## config.mk

```make
export PLATFORM = sky130hd
export DESIGN_NAME = spi_bridge
export DESIGN_NICKNAME = d
export VERILOG_FILES = /design/src/rtl/pwm_spi_pkg.sv /design/src/rtl/spi_sync.sv /design/src/rtl/spi_bridge.sv
export SDC_FILE = /design/constraint.sdc
export NUM_CORES = 1
export LEC_CHECK = 0
export CAP_MARGIN = 0
export CORE_UTILIZATION = 40
export CTS_BUF_LIST = sky130_fd_sc_hd__clkbuf_2 sky130_fd_sc_hd__clkbuf_4 sky130_fd_sc_hd__clkbuf_8
export DETAILED_ROUTE_END_ITERATION = 16
export HOLD_SLACK_MARGIN = 0.1
export PLACE_DENSITY = 0.67
export SLEW_MARGIN = 20
export SYNTH_ARGS = -nofsm -noshare
export SYNTH_HDL_FRONTEND = slang
export SYNTH_SLANG_ARGS = --single-unit
```

## constraint.sdc

```tcl
create_clock -name clk -period 1.8 [get_ports clk]
set_input_delay 0.54 -clock clk [delete_from_list [all_inputs] [get_ports clk]]
set_output_delay 0.54 -clock clk [all_outputs]
set_load 0.005 [all_outputs]
```

## src/rtl/pwm_spi_pkg.sv

```systemverilog
// Shared constants and types for the PWM generator's SPI register front-end.
// Fixed mode 0 (CPOL=0, CPHA=0), MSB first, 8-bit bytes.
package pwm_spi_pkg;

  localparam int SPI_BYTE_W = 8;
  localparam int SPI_CNT_W  = $clog2(SPI_BYTE_W);

  typedef logic [SPI_BYTE_W-1:0] spi_byte_t;
  typedef logic [SPI_CNT_W-1:0]  spi_cnt_t;

  localparam spi_byte_t TX_IDLE_DEFAULT = 8'h00;

  typedef struct packed {
    logic cpol;
    logic cpha;
  } spi_mode_t;

  // Sample on rising sclk, shift on falling sclk, sclk idles low.
  localparam spi_mode_t SPI_MODE = '{cpol: 1'b0, cpha: 1'b0};

endpackage

```

## src/rtl/spi_sync.sv

```systemverilog
// Single-bit multi-flop synchroniser with a configurable reset (idle) level.
module spi_sync #(
  parameter int   STAGES  = 2,
  parameter logic RST_VAL = 1'b0
) (
  input  logic clk,
  input  logic rst_n,
  input  logic d,
  output logic q
);

  logic [STAGES-1:0] sync_ff;

  // NOTE: synchroniser flops reset to the pin's idle level so no false edge
  // is seen right after reset release.
  always_ff @(posedge clk or negedge rst_n) begin
    if (!rst_n) sync_ff <= {STAGES{RST_VAL}};
    else        sync_ff <= {sync_ff[STAGES-2:0], d};
  end

  assign q = sync_ff[STAGES-1];

endmodule

```

## src/rtl/spi_bridge.sv

```systemverilog
// SPI mode-0 slave: synchronises the pins into clk, deserialises MOSI into
// bytes for the instruction decoder and serialises its response onto MISO.
module spi_bridge
  import pwm_spi_pkg::*;
#(
  parameter int        SYNC_STAGES = 2,
  parameter spi_byte_t TX_IDLE     = TX_IDLE_DEFAULT
) (
  input  logic                  clk,
  input  logic                  rst_n,
  input  logic                  sclk,
  input  logic                  cs_n,
  input  logic                  mosi,
  output logic                  miso,
  output logic                  byte_sync,
  output logic [SPI_BYTE_W-1:0] rx_data,
  input  logic [SPI_BYTE_W-1:0] tx_data,
  output logic                  cs_active,
  output logic                  frame_end
);

  logic      sclk_s, cs_n_s, mosi_s;
  logic      sclk_q, cs_n_q;
  logic      edge_en, sclk_rise, sclk_fall, cs_fall, cs_rise, byte_done;
  logic      cap_pend;
  spi_cnt_t  bit_cnt;
  spi_byte_t rx_shift, tx_shift;

  spi_sync #(.STAGES(SYNC_STAGES), .RST_VAL(1'b0)) u_sync_sclk (
    .clk(clk), .rst_n(rst_n), .d(sclk), .q(sclk_s)
  );
  spi_sync #(.STAGES(SYNC_STAGES), .RST_VAL(1'b1)) u_sync_cs_n (
    .clk(clk), .rst_n(rst_n), .d(cs_n), .q(cs_n_s)
  );
  spi_sync #(.STAGES(SYNC_STAGES), .RST_VAL(1'b0)) u_sync_mosi (
    .clk(clk), .rst_n(rst_n), .d(mosi), .q(mosi_s)
  );

  // Edges still count in the cycle cs_n rises, so an 8th rising sclk that
  // lands together with the cs_n rise still completes its byte.
  assign edge_en   = ~cs_n_s | ~cs_n_q;
  assign sclk_rise = edge_en &  sclk_s & ~sclk_q;
  assign sclk_fall = edge_en & ~sclk_s &  sclk_q;
  assign cs_fall   =  cs_n_q & ~cs_n_s;
  assign cs_rise   = ~cs_n_q &  cs_n_s;
  assign byte_done = sclk_rise && (bit_cnt == spi_cnt_t'(SPI_BYTE_W - 1));

  assign cs_active = ~cs_n_s;
  assign miso      = cs_active & tx_shift[SPI_BYTE_W-1];

  // NOTE: all state updates use non-blocking assignments so every branch
  // below sees the pre-edge values of bit_cnt and the shift registers.
  always_ff @(posedge clk or negedge rst_n) begin
    if (!rst_n) begin
      sclk_q    <= 1'b0;
      cs_n_q    <= 1'b1;
      bit_cnt   <= '0;
      rx_shift  <= '0;
      tx_shift  <= '0;
      rx_data   <= '0;
      byte_sync <= 1'b0;
      frame_end <= 1'b0;
      cap_pend  <= 1'b0;
    end else begin
      sclk_q    <= sclk_s;
      cs_n_q    <= cs_n_s;
      byte_sync <= byte_done;
      frame_end <= cs_rise;
      cap_pend  <= byte_sync;

      if (sclk_rise) begin
        rx_shift <= {rx_shift[SPI_BYTE_W-2:0], mosi_s};
        bit_cnt  <= bit_cnt + spi_cnt_t'(1);
      end
      if (byte_done) rx_data <= {rx_shift[SPI_BYTE_W-2:0], mosi_s};
      // A partial byte at frame end is dropped by restarting the count.
      if (cs_fall || cs_rise) bit_cnt <= '0;

      // Capture lands one cycle after byte_sync, before the next falling sclk;
      // the falling edge that follows the 8th rising edge must not shift.
      if (cs_fall)
        tx_shift <= TX_IDLE;
      else if (cap_pend)
        tx_shift <= tx_data;
      else if (sclk_fall && bit_cnt != '0)
        tx_shift <= {tx_shift[SPI_BYTE_W-2:0], 1'b0};
    end
  end

endmodule

```

[Word-level counts from Yosys, hierarchy flattened]
Index checks and enable logic that the tools add are counted.
Storage, ports and cells
  flip-flop bits (word level): 37
  input bits: 13
  output and inout bits: 12
  logic and storage cells: 37
Cells by class
  $add $sub $neg: 1
  equal/unequal tests: 1
  multiplexer cells: 5
  bitwise logic cells: 12
  reduce and logical (&&, ||, !) cells: 6
Operators with widths (number)
  $mux 8: 3
  $and 1x1->1: 7
  $mux 3: 2
  $reduce_bool 3->1: 2
  $not 1->1: 4
  $add 3x1->3 const B: 1
  $eq 3x3->1 const B: 1
  $logic_and 1x1->1: 2
  $reduce_bool 2->1: 1
  $logic_or 1x1->1: 1
  $or 1x1->1: 1

[Depth between registers and ports, before layout]
  depth after elaboration: 8
  depth in mapped cells: 6
  mapped depth without buffers: 5

[Cells and area by module]
Synthesis repeated with hierarchy kept, for this count alone.
Second synthesis, totals
  cell total of the unflattened synthesis: 116
  area total of the unflattened synthesis: 1596.5 um^2
Modules (own cells, without submodules)
  spi_bridge: instances 1, cells each 110, area an instance 1443.9 um^2, seq. area each 777.0 um^2
  spi_sync (u_sync_mosi ...): instances 2, cells each 2, area an instance 50.0 um^2, seq. area each 50.0 um^2
  spi_sync (u_sync_cs_n): instances 1, cells each 2, area an instance 52.6 um^2, seq. area each 52.6 um^2

[Worst setup path before layout]
Ideal clock, no wire load.
  kind: register to register
  start: register u_sync_cs_n.sync_ff[1]
  end: register rx_data[0]
  setup time: 0.125 ns
  arrival: 1.379 ns
  data required time: 1.675 ns
  path slack: 0.296 ns
  stages on the path, launching flop included: 6
  buffers on the path: 1
  clock period less this slack: 1.504 ns
  cell sequence: dfstp_2 > ha_1 > nor3b_2 > and2_4 > buf_6 > mux2_4
Between the ends
  word-level cells in the longest chain between the ends: 5
Ends and longest elaborated chain
  from (decl): RTL line spi_sync.sv:12  | logic [STAGES-1:0] sync_ff;
  from (signal assigned): RTL line spi_sync.sv:17  | if (!rst_n) sync_ff <= {STAGES{RST_VAL}};
  from (signal assigned): RTL line spi_sync.sv:18  | else sync_ff <= {sync_ff[STAGES-2:0], d};
  $not 1->1: RTL line spi_bridge.sv:41  | assign edge_en = ~cs_n_s | ~cs_n_q;
  $or 1x1->1: RTL line spi_bridge.sv:41
  $and 1x1->1 (2 in a row): RTL line spi_bridge.sv:42  | assign sclk_rise = edge_en & sclk_s & ~sclk_q;
  $logic_and 1x1->1: RTL line spi_bridge.sv:46  | assign byte_done = sclk_rise && (bit_cnt == spi_cnt_t'(SPI_BYTE_W - 1));
  via byte_done: RTL line spi_bridge.sv:24  | logic edge_en, sclk_rise, sclk_fall, cs_fall, cs_rise, byte_done;
  to (signal assigned): RTL line spi_bridge.sv:75  | if (byte_done) rx_data <= {rx_shift[SPI_BYTE_W-2:0], mosi_s};
  to (decl): RTL line spi_bridge.sv:16  | output logic [SPI_BYTE_W-1:0] rx_data,
The timed path passes the listed nets, and every way through them passes these cells.
A chain may end at the register's enable or synchronous reset.

[Final worst setup path]
  start: register u_sync_cs_n.sync_ff[1]
  end: register rx_data[3]
Between the ends
  word-level cells in the longest chain between the ends: 5
Ends and longest elaborated chain (RTL line)
  $not 1->1: spi_bridge.sv:41
  $or 1x1->1: spi_bridge.sv:41
  $and 1x1->1 (2 in a row): spi_bridge.sv:42
  $logic_and 1x1->1: spi_bridge.sv:46
Every way passes these cells.

==> metrics.txt <==
data required time at the worst endpoint 1.97 ns; number of failing hold endpoints at the final stage 0; total clock buffers created by CTS 5; Hold Path Depth 0; clock skew 0.00696 ns; TritonCTS clock tree built; reg2reg path depth 6; total power density per cell area 939 mW/mm2; synthesized net count 135; Cell Rows 22; combined flip-flop and latch cell area 930 um2; maximum level of the CTS H-tree 2; sequential cell area fraction in the yosys report 58.2%; DIE WIDTH 65.2 um; kind of end point of the critical path flop; status finished, final reports clean; area of the placeable core 0.00374 mm2; count of vias placed by the detailed router 1011; global-route wire length before repair 4870 um; number of cells on the critical path 6; area of the multi-input gates 582 um2; number of failing setup endpoints in the final timing report 0; clock latency of the later-clocked register in the worst-skew pair 0.29 ns; Critical Path Source u_sync_cs_n.sync_ff[1]; Non-Filler Instances 193; class of the most critical hold timing path flop to flop; post-synthesis cell area 0.00160 mm2; vias in the first global route 970; Max transition margin 68.1%; synth warn 0; largest fanout of any net on the critical path 9; actual slew at the worst max-slew pin 0.478 ns; most frequently used flop master after synthesis sky130_fd_sc_hd__dfrtp_1; sequential cell fraction of total power 51.0%; global routing usage summed across all routing layers 16.1%; die boundary height 65.2 um; synthesized flop and latch total 37; dominant delay contributor by cell family on the critical path simple AND/OR/NAND/NOR gates; portion of total power attributed to the clock network 39.0%; number of different library cells in the post-synthesis netlist 25; Top cell by count, worst path sky130_fd_sc_hd__buf_4; Inserted Diodes 0; buffer levels on the longest clock path 2; HPWL after detailed placement 1870 um; Routed Antenna Nets 0; clock slew at reported path FFs 0.07 ns; launching element type of the critical path flop; largest net degree at the start of global routing 38; FILL cells 340; share of layout cells above drive strength 1 25.5%; final wirelength 2890 um; total grt overflow 0; period utilisation layout 95.7%; DRC Markers 0; Buf/Inv on CP 2; cells along the critical path buf_4 > buf_4 > ha_4 > nor3b_2 > and2_4 > mux2_4; average cell area after synthesis 13.8 um2; number of instances in the placed design 183; Switching Fraction 22.0%; fraction of power consumed by combinational cells 10.0%; source of the worst hold timing path u_sync_sclk.sync_ff[0]; EDFF count, synth 0; starting utilization of the core area 42.6%; leakage 0.000909 uW; total count of max-transition violations in the final report 0; TNS Setup 0 ns; RSZ-0062 raised after global routing no; VDD IR max 626 uV; Syn Inst Count 116; number of nets in the final layout 163; CP Data Arrival Time 1.89 ns; DRT Pass-1 Iters 4; Max Clk Rate 581 MHz; top-level port count 25; Die Outline Area 0.00425 mm2; Area Overhead vs Synth 27.4%; Final Critical Period 1.72 ns; Async SR Flop Fraction 100%; antenna violations before repair 0; cell with the largest stage delay on the worst path sky130_fd_sc_hd__dfstp_2; Root Buffer Master sky130_fd_sc_hd__clkbuf_8; Port Buffers 24; delay of the slowest cell on the worst path 0.37 ns; Placer Congestion 0.821; switching power of the nets 419 uW; max-capacitance violation count 0; start of the worst register-to-register path u_sync_cs_n.sync_ff[1]; DRC violation total after the first TritonRoute iteration 56; P_int 1490 uW; routed len/inst 15.0 um; clk sink count 37; Via-to-Cell Ratio 5.24; critical path class flop to flop
-- layout by cell type (no fill, tap or decap), drive strengths merged --
cell,instances
mux2i,2
xnor2,1
dfstp,3
mux2,15
nand2,1
clkdlybuf4s15,1
a21oi,1
nor2,1
a41oi,7
dlygate4sd2,1
and2,2
o311ai,1
clkdlybuf4s50,22
inv,12
o31ai,7
bufinv,1
clkbuf,7
nand2b,2
buf,6
ha,6
dfrtp,34
nor2b,4
nor3b,1
a221oi,7
-- cells in the mapped netlist, types with 2 or more instances --
library cell	count	area, um2
sky130_fd_sc_hd__a221oi_1	7	61.3
sky130_fd_sc_hd__a41oi_1	7	61.3
sky130_fd_sc_hd__buf_2	2	10.0
sky130_fd_sc_hd__buf_6	2	22.5
sky130_fd_sc_hd__clkbuf_1	3	11.3
sky130_fd_sc_hd__dfrtp_1	34	851
sky130_fd_sc_hd__dfstp_2	3	78.8
sky130_fd_sc_hd__ha_1	6	75.1
sky130_fd_sc_hd__inv_1	12	45.0
sky130_fd_sc_hd__mux2_2	7	78.8
sky130_fd_sc_hd__mux2_4	8	120
sky130_fd_sc_hd__mux2i_1	2	20.0
sky130_fd_sc_hd__nand2b_1	2	12.5
sky130_fd_sc_hd__nor2b_1	4	25.0
sky130_fd_sc_hd__o31ai_1	7	52.6
-- power by group through the flow --
| stage | logic, uW | clock network, uW | registers [uW] |
|---|---|---|---|
| 6_report | 192 | 744 | 973 |
| 5_1_grt | 216 | 825 | 983 |
| 4_1_cts | 194 | 775 | 970 |
| 3_5_place_dp | 189 | 0 | 987 |
| 3_3_place_gp | 182 | 0 | 981 |
| 2_1_floorplan | 118 | 0 | 963 |
-- final timing paths --
check	slack [ns]	to
worst max-delay path	0.08	rx_data[3]
worst min-delay path	0.34	u_sync_sclk.sync_ff[1]
worst max register to register	0.08	rx_data[3]
worst min register to register	0.34	u_sync_sclk.sync_ff[1]
max in group asynchronous	0.92	u_sync_cs_n.sync_ff[0]
min in group asynchronous	0.62	tx_shift[6]
-- stage by stage --
step           utilization (%)  hold slack (ns)  total power [uW]  instance area (um2)  setup WS [ns]
2_1_floorplan                -            0.244              1080                 1600          0.296
3_3_place_gp              50.3            0.333              1160                 1880          0.213
3_5_place_dp              50.3            0.336              1180                 1880          0.185
4_1_cts                   53.9            0.347              1940                 2020         0.0118
5_1_grt                   54.3            0.351              2020                 2030         0.0175
6_report                  54.3            0.343              1910                 2030         0.0782
-- flip-flops by register name, indices dropped and copies added (netlist names), 2 cells and up --
register             count
u_sync_mosi.sync_ff      2
tx_shift                 8
rx_data                  8
bit_cnt                  3
u_sync_sclk.sync_ff      2
rx_shift                 7
u_sync_cs_n.sync_ff      2
-- metal layers --
metal	vias up	GRT usage, %	part of all wire [%]
met5	-	0	0
met3	5	6.25	5.6
met1	511	20.8	46
met2	28	23.1	47
li1	467	-	-
met4	0	8.97	2.0
-- what timing repair did --
item | 4_1_cts | 5_1_grt
setup endpoints to repair | 2 | 10
hold buffers | 0 | 0
pin swaps | 1 | 0
gates cloned | 0 | 0
gates resized for setup | 3 | 3
buffers inserted | 2 | 0
-- kinds of logic (layout without fill, tap and decap cells) --
logic type               Yosys count  count (layout)  share of synthesized area, %
flip-flops                        37              37                          58.2
AO/OA/AOI/OAI                     23              23                          11.8
buffers and inverters             21              50                          6.27
multiplexers                      17              17                          13.7
AND/OR/NAND/NOR                   11              11                          4.70
adder cells (fa/ha/maj)            6               6                          4.70
XOR/XNOR                           1               1                         0.549
-- final cells by class --
cell class	count	share of cell area, %
inverter	12	2.22
clock buffer	7	4.43
clock inverter	1	1.48
timing repair buffer	30	14.6
multi-input combinational	58	28.6
sequential	37	45.7
tap	48	2.95
(Power assumes the default switching activity.)
==> RTL change 1 (same flow settings) <==
The package constant `SPI_BYTE_W` goes from 8 to 32.
--- a/src/rtl/pwm_spi_pkg.sv
+++ b/src/rtl/pwm_spi_pkg.sv
@@ -2,7 +2,7 @@
 // Fixed mode 0 (CPOL=0, CPHA=0), MSB first, 8-bit bytes.
 package pwm_spi_pkg;
 
-  localparam int SPI_BYTE_W = 8;
+  localparam int SPI_BYTE_W = 32;
   localparam int SPI_CNT_W  = $clog2(SPI_BYTE_W);
 
   typedef logic [SPI_BYTE_W-1:0] spi_byte_t;
Interface: changed (resized rx_data and tx_data); port bits go from 25 to 73. The function was not compared with the original's and may differ.
==> RTL change 1 against the unedited design <==
Wire length rose to 3.3 times the old value; sequential cell count rose by 74; area after synthesis rose to 2.8 times the old value; critical path depth fell by 5; cell area rose to 2.9 times the old value; sequential power rose to 2.8 times the old value; final cell count rose to 3.2 times the old value; power rose by 140%; core utilization fell by 1.2 points; setup slack got worse by 0.043 ns; largest cell class unchanged.
==> RTL change 1: results (changes against the unedited design) <==
* Via count of the first global-routing pass at 3,329 (+240%)
* Post-synthesis compound-gate area fraction at 12.0% (+0.16 points)
* Cts bufs inserted at 9 (+4)
* Dpl hpwl at 6130 µm (+230%)
* Synth cell count leaders: 108 x dfrtp_1, 101 x nand2_1, 31 x nor2_1
* LEAKAGE at 0.00323 µW (+260%)
* Seq/Total Area, Yosys at 61.2% (+2.9 points)
* Worst-path clk slew at 0.11 ns (+0.04 ns)
* Fmax achieved at 567 MHz (-2.4%)
* Slowest stage delay, CP at 0.51 ns (+0.14 ns)
* Clock latency on the worst-skew pair at 0.37 ns (+0.08 ns)
* Fillers at 994 (+190%)
* Highest-delay cell along the critical path: clkdlybuf4s50_1
* Final WL at 9460 µm (+230%)
* Peak VDD IR at 0.000513 V (-18%)
* Xor/xnor cell area share of the yosys netlist at 0.193% (-0.36 points)
* Slew headroom at 72.9% (+4.8 points)
* Pre-CTS WS at 0.0481 ns (-0.137 ns)
* GPL Wtd Cong at 0.746 (-9.1%)
* Via count at 3,181 (+210%)
* # H-tree levels at 3 (+1)
* Inst Count DP at 601 (+230%)
* Layout cells sized above 1 at 11.2% (-14 points)
* Synthesized instance count at 398 (+240%)
* Net count after synthesis at 441 (+230%)
* GRT Resource Usage Total at 16.7% (+0.64 points)
* Ranking of synthesized cells by area: dfrtp_1 59%, nand2_1 8.3%, mux2_1 7.2%, a221oi_1 5.8%, o21bai_1 5.0%
* First-pass GRT wire length at 15,500 µm (+220%)
* Initial DRC count at 117 (+110%)
* Crit path DAT at 1.22 ns (-0.67 ns)
* Crit Path Max Fanout at 2 (-7)
* Worst setup path startpoint: rx_data[16]
* Vias per cell at 5.11 (-2.5%)
* Registers with the most flip-flops: rx_data (32), tx_shift (32), rx_shift (31)
* R2R Path End: tx_shift[27]
* Outcome: completed
* Placed inst area at 5510 µm² (+190%)
* I/O Buffers at 72 (+200%)
RTL change 1: per-layer routing:
metal  up-vias  wire [µm]  track usage (%)
met3        11        552             4.96
met1      1577       4510             22.1
li1       1529          -                -
met4         0         89             4.44
met2        64       4310             27.0
met5         -          0                0
RTL change 1: worst max-delay path by stage:
stage	to	cells after the start
global placement	rx_data[28]	6
global route	rx_data[16]	1
CTS	miso	3
finish	rx_data[16]	1
floorplan	rx_data[10]	6
detailed placement	rx_data[30]	6
RTL change 1: report_power, final:
group | internal, µW | total [µW] | switching [µW]
Clock | 533 | 1410 | 875
Sequential | 2640 | 2720 | 81.2
Combinational | 230 | 461 | 231
Total | 3400 | 4590 | 1190
RTL change 1: logic make-up (layout without fill, tap and decap cells):
kind of cell / after synthesis / in the layout
multiplexers: 33 / 33
flip-flops: 111 / 111
XOR/XNOR: 1 / 1
adder cells (fa/ha/maj): 6 / 6
buffers and inverters: 33 / 118
AO/OA/AOI/OAI: 70 / 70
AND/OR/NAND/NOR: 144 / 144
RTL change 1: timing repair:
action	CTS	global route
setup endpoints to repair	13	57
hold endpoints to repair	11	0
gates cloned	0	1
gates resized for setup	17	27
setup buffers	0	4
hold buffers	1	0
RTL change 1: metrics by stage:
step	hold slack, ns	utilization, %
5_1_grt	0.380	53.1
3_3_place_gp	0.337	50.4
2_1_floorplan	0.244	-
4_1_cts	0.362	52.0
3_5_place_dp	0.336	50.4
6_report	0.358	53.1
RTL change 1: cell type report:
cell class / instances / share of cell area [%]
clock buffers: 9 / 2.13
clock inverters: 7 / 1.12
inverters: 6 / 0.388
multi-input cells: 254 / 28.0
flip-flops and latches: 111 / 47.9
well taps: 140 / 3.02
repair buffers: 96 / 17.5
==> RTL change 2 (config.mk and constraints unchanged) <==
Made on the original files. Remove the register `frame_end`: a continuous assignment takes its place, so the output `frame_end` follows one clock earlier.
--- a/src/rtl/spi_bridge.sv
+++ b/src/rtl/spi_bridge.sv
@@ -59,13 +59,11 @@
       tx_shift  <= '0;
       rx_data   <= '0;
       byte_sync <= 1'b0;
-      frame_end <= 1'b0;
       cap_pend  <= 1'b0;
     end else begin
       sclk_q    <= sclk_s;
       cs_n_q    <= cs_n_s;
       byte_sync <= byte_done;
-      frame_end <= cs_rise;
       cap_pend  <= byte_sync;
 
       if (sclk_rise) begin
@@ -87,5 +85,7 @@
     end
   end
 
+  assign frame_end = cs_rise;
+
 endmodule
 
Check against the original RTL: not equivalent (a bounded check fails within 4 cycles, from zero or initial values and one cycle with rst_n low).
==> RTL change 2 against the unedited design <==
Setup slack worse by 0.028 ns; via count down 3.0%; combinational power hardly changed; power is 3.5% lower; clock power shrank 5.5%; cell area down 1.8%; fmax down 1.6%; wire length decreased by 0.45%; sequential cell count is 1 lower; core utilization down 0.61 points; area after synthesis shrank 1.6%; largest cell class unchanged.
==> RTL change 2: results (changes against the unedited design) <==
* Outcome: completed
* Largest net degree at the start of global routing at 37 (-2.6%)
* Ranking of synthesized cells by area: dfrtp_1 53%, mux2_4 7.6%, dfstp_2 5.0%, mux2_2 5.0%, ha_1 4.8%
* Post-CTS Hold Buffers at 0 (unchanged)
* First-pass GRT wire length at 4780 µm (-1.8%)
* Critical Path Start Type: register
* RR Startpoint: u_sync_cs_n.sync_ff[1]
* Hold wc startpoint: u_sync_mosi.sync_ff[0]
* Slowest stage delay, CP at 0.54 ns (+0.17 ns)
* Cts bufs inserted at 5 (unchanged)
* TritonRoute pass-1 iters at 4 (unchanged)
* Crit Path Max Fanout at 4 (-5)
* R2R Setup Slk at 0.08 ns
* Cell family with most CP delay: flip-flops
* GRT Resource Usage Total at 15.2% (-0.90 points)
* Placed inst area at 1860 µm² (-1.3%)
* Worst-path clk slew at 0.07 ns (about the same)
* Clock latency on the worst-skew pair at 0.28 ns
* Initial antenna violation count at 0 (unchanged)
* Clock skew at 0.00884 ns (+0.00188 ns)
* Synth cell types at 25 (unchanged)
* Per-cell routed wire length at 14.9 µm (-0.45%)
* Vias per cell at 5.08 (-3.0%)
* Fillers at 337 (-0.88%)
* LEAKAGE at 0.000898 µW (-1.2%)
* Via count of the first global-routing pass at 1,030 (+6.2%)
* Dpl hpwl at 1870 µm (about the same)
* R2R Path End: rx_data[1]
* HP Class: reg -> reg
* Asr flop ratio synth at 100% (unchanged)
* Layout cells sized above 1 at 26.9% (+1.4 points)
* Initial DRC count at 71 (+27%)
* Crit path DAT at 1.21 ns (-0.68 ns)
* Crit path capture: miso
* Seq/Total Area, Yosys at 57.6% (-0.67 points)
* Synth cell count leaders: 33 x dfrtp_1, 12 x inv_1, 8 x mux2_4
* Actual slew at the worst max-slew pin at 0.473 ns (-0.00494 ns)
* Net count after synthesis at 134 (-0.74%)
* Peak VDD IR at 0.000501 V (-20%)
* GPL Wtd Cong at 0.817 (-0.45%)
RTL change 2: cell families (layout without fill, tap and decap cells):
| group | count (synthesis) | after routing | synth area share, % |
|---|---|---|---|
| xor gates and xnor gates | 1 | 1 | 0.557 |
| muxes | 17 | 17 | 13.9 |
| AOI/OAI and AO/OA | 23 | 23 | 12.0 |
| buffers and inverters | 21 | 51 | 6.37 |
| DFF | 36 | 36 | 57.6 |
| and+or+nand+nor | 11 | 11 | 4.78 |
| adders and majority gates | 6 | 6 | 4.78 |
RTL change 2: worst min path at each step:
stage,to,slack (ns),depth (start not counted)
after floorplan,bit_cnt[0],0.24,0
after global placement,u_sync_mosi.sync_ff[1],0.33,0
after detailed placement,u_sync_mosi.sync_ff[1],0.34,0
after CTS,u_sync_mosi.sync_ff[1],0.35,0
after global routing,u_sync_mosi.sync_ff[1],0.36,0
final,u_sync_mosi.sync_ff[1],0.35,0
RTL change 2: layout make-up:
class	count	area [µm²]	share of cell area (%)
tap	48	60.1	3.01
inverter	12	45.0	2.26
clock buffer	6	76.3	3.82
clock inverter	2	35.0	1.76
timing repair buffer	31	303	15.2
sequential	36	905	45.3
multi-input combinational	58	572	28.7
RTL change 2: metrics by stage:
stage          setup WS [ns]  hold WS, ns  power, µW  instances  util (%)
6_report              0.0499        0.350       1840        193      53.7
4_1_cts               0.0195        0.353       1860        193      53.6
5_1_grt              0.00298        0.364       1930        193      53.7
2_1_floorplan          0.296        0.244       1060        115         -
3_5_place_dp          0.0638        0.336       1150        182      50.0
3_3_place_gp          0.0805        0.333       1140        182      50.0
RTL change 2: per-layer routing:
| layer | vias up | wire length (µm) | track usage, % |
|---|---|---|---|
| li1 | 467 | - | - |
| met1 | 486 | 1310 | 19.2 |
| met2 | 23 | 1400 | 24.5 |
| met3 | 5 | 131 | 5.11 |
| met4 | 0 | 34 | 5.00 |
| met5 | - | 0 | 0 |
RTL change 2: what timing repair did:
| action | 4_1_cts | 5_1_grt |
|---|---|---|
| pin swaps | 1 | 0 |
| hold endpoints to repair | 0 | 0 |
| setup buffers | 3 | 0 |
| endpoints found under the setup margin | 3 | 11 |
| gates resized for setup | 5 | 4 |
RTL change 2: report_power, final:
group | leakage [µW] | internal [µW] | switching (µW) | total (µW)
clock network | 0.0000586 | 426 | 277 | 703
registers | 0.000467 | 889 | 57.8 | 946
logic | 0.000372 | 111 | 80.8 | 192
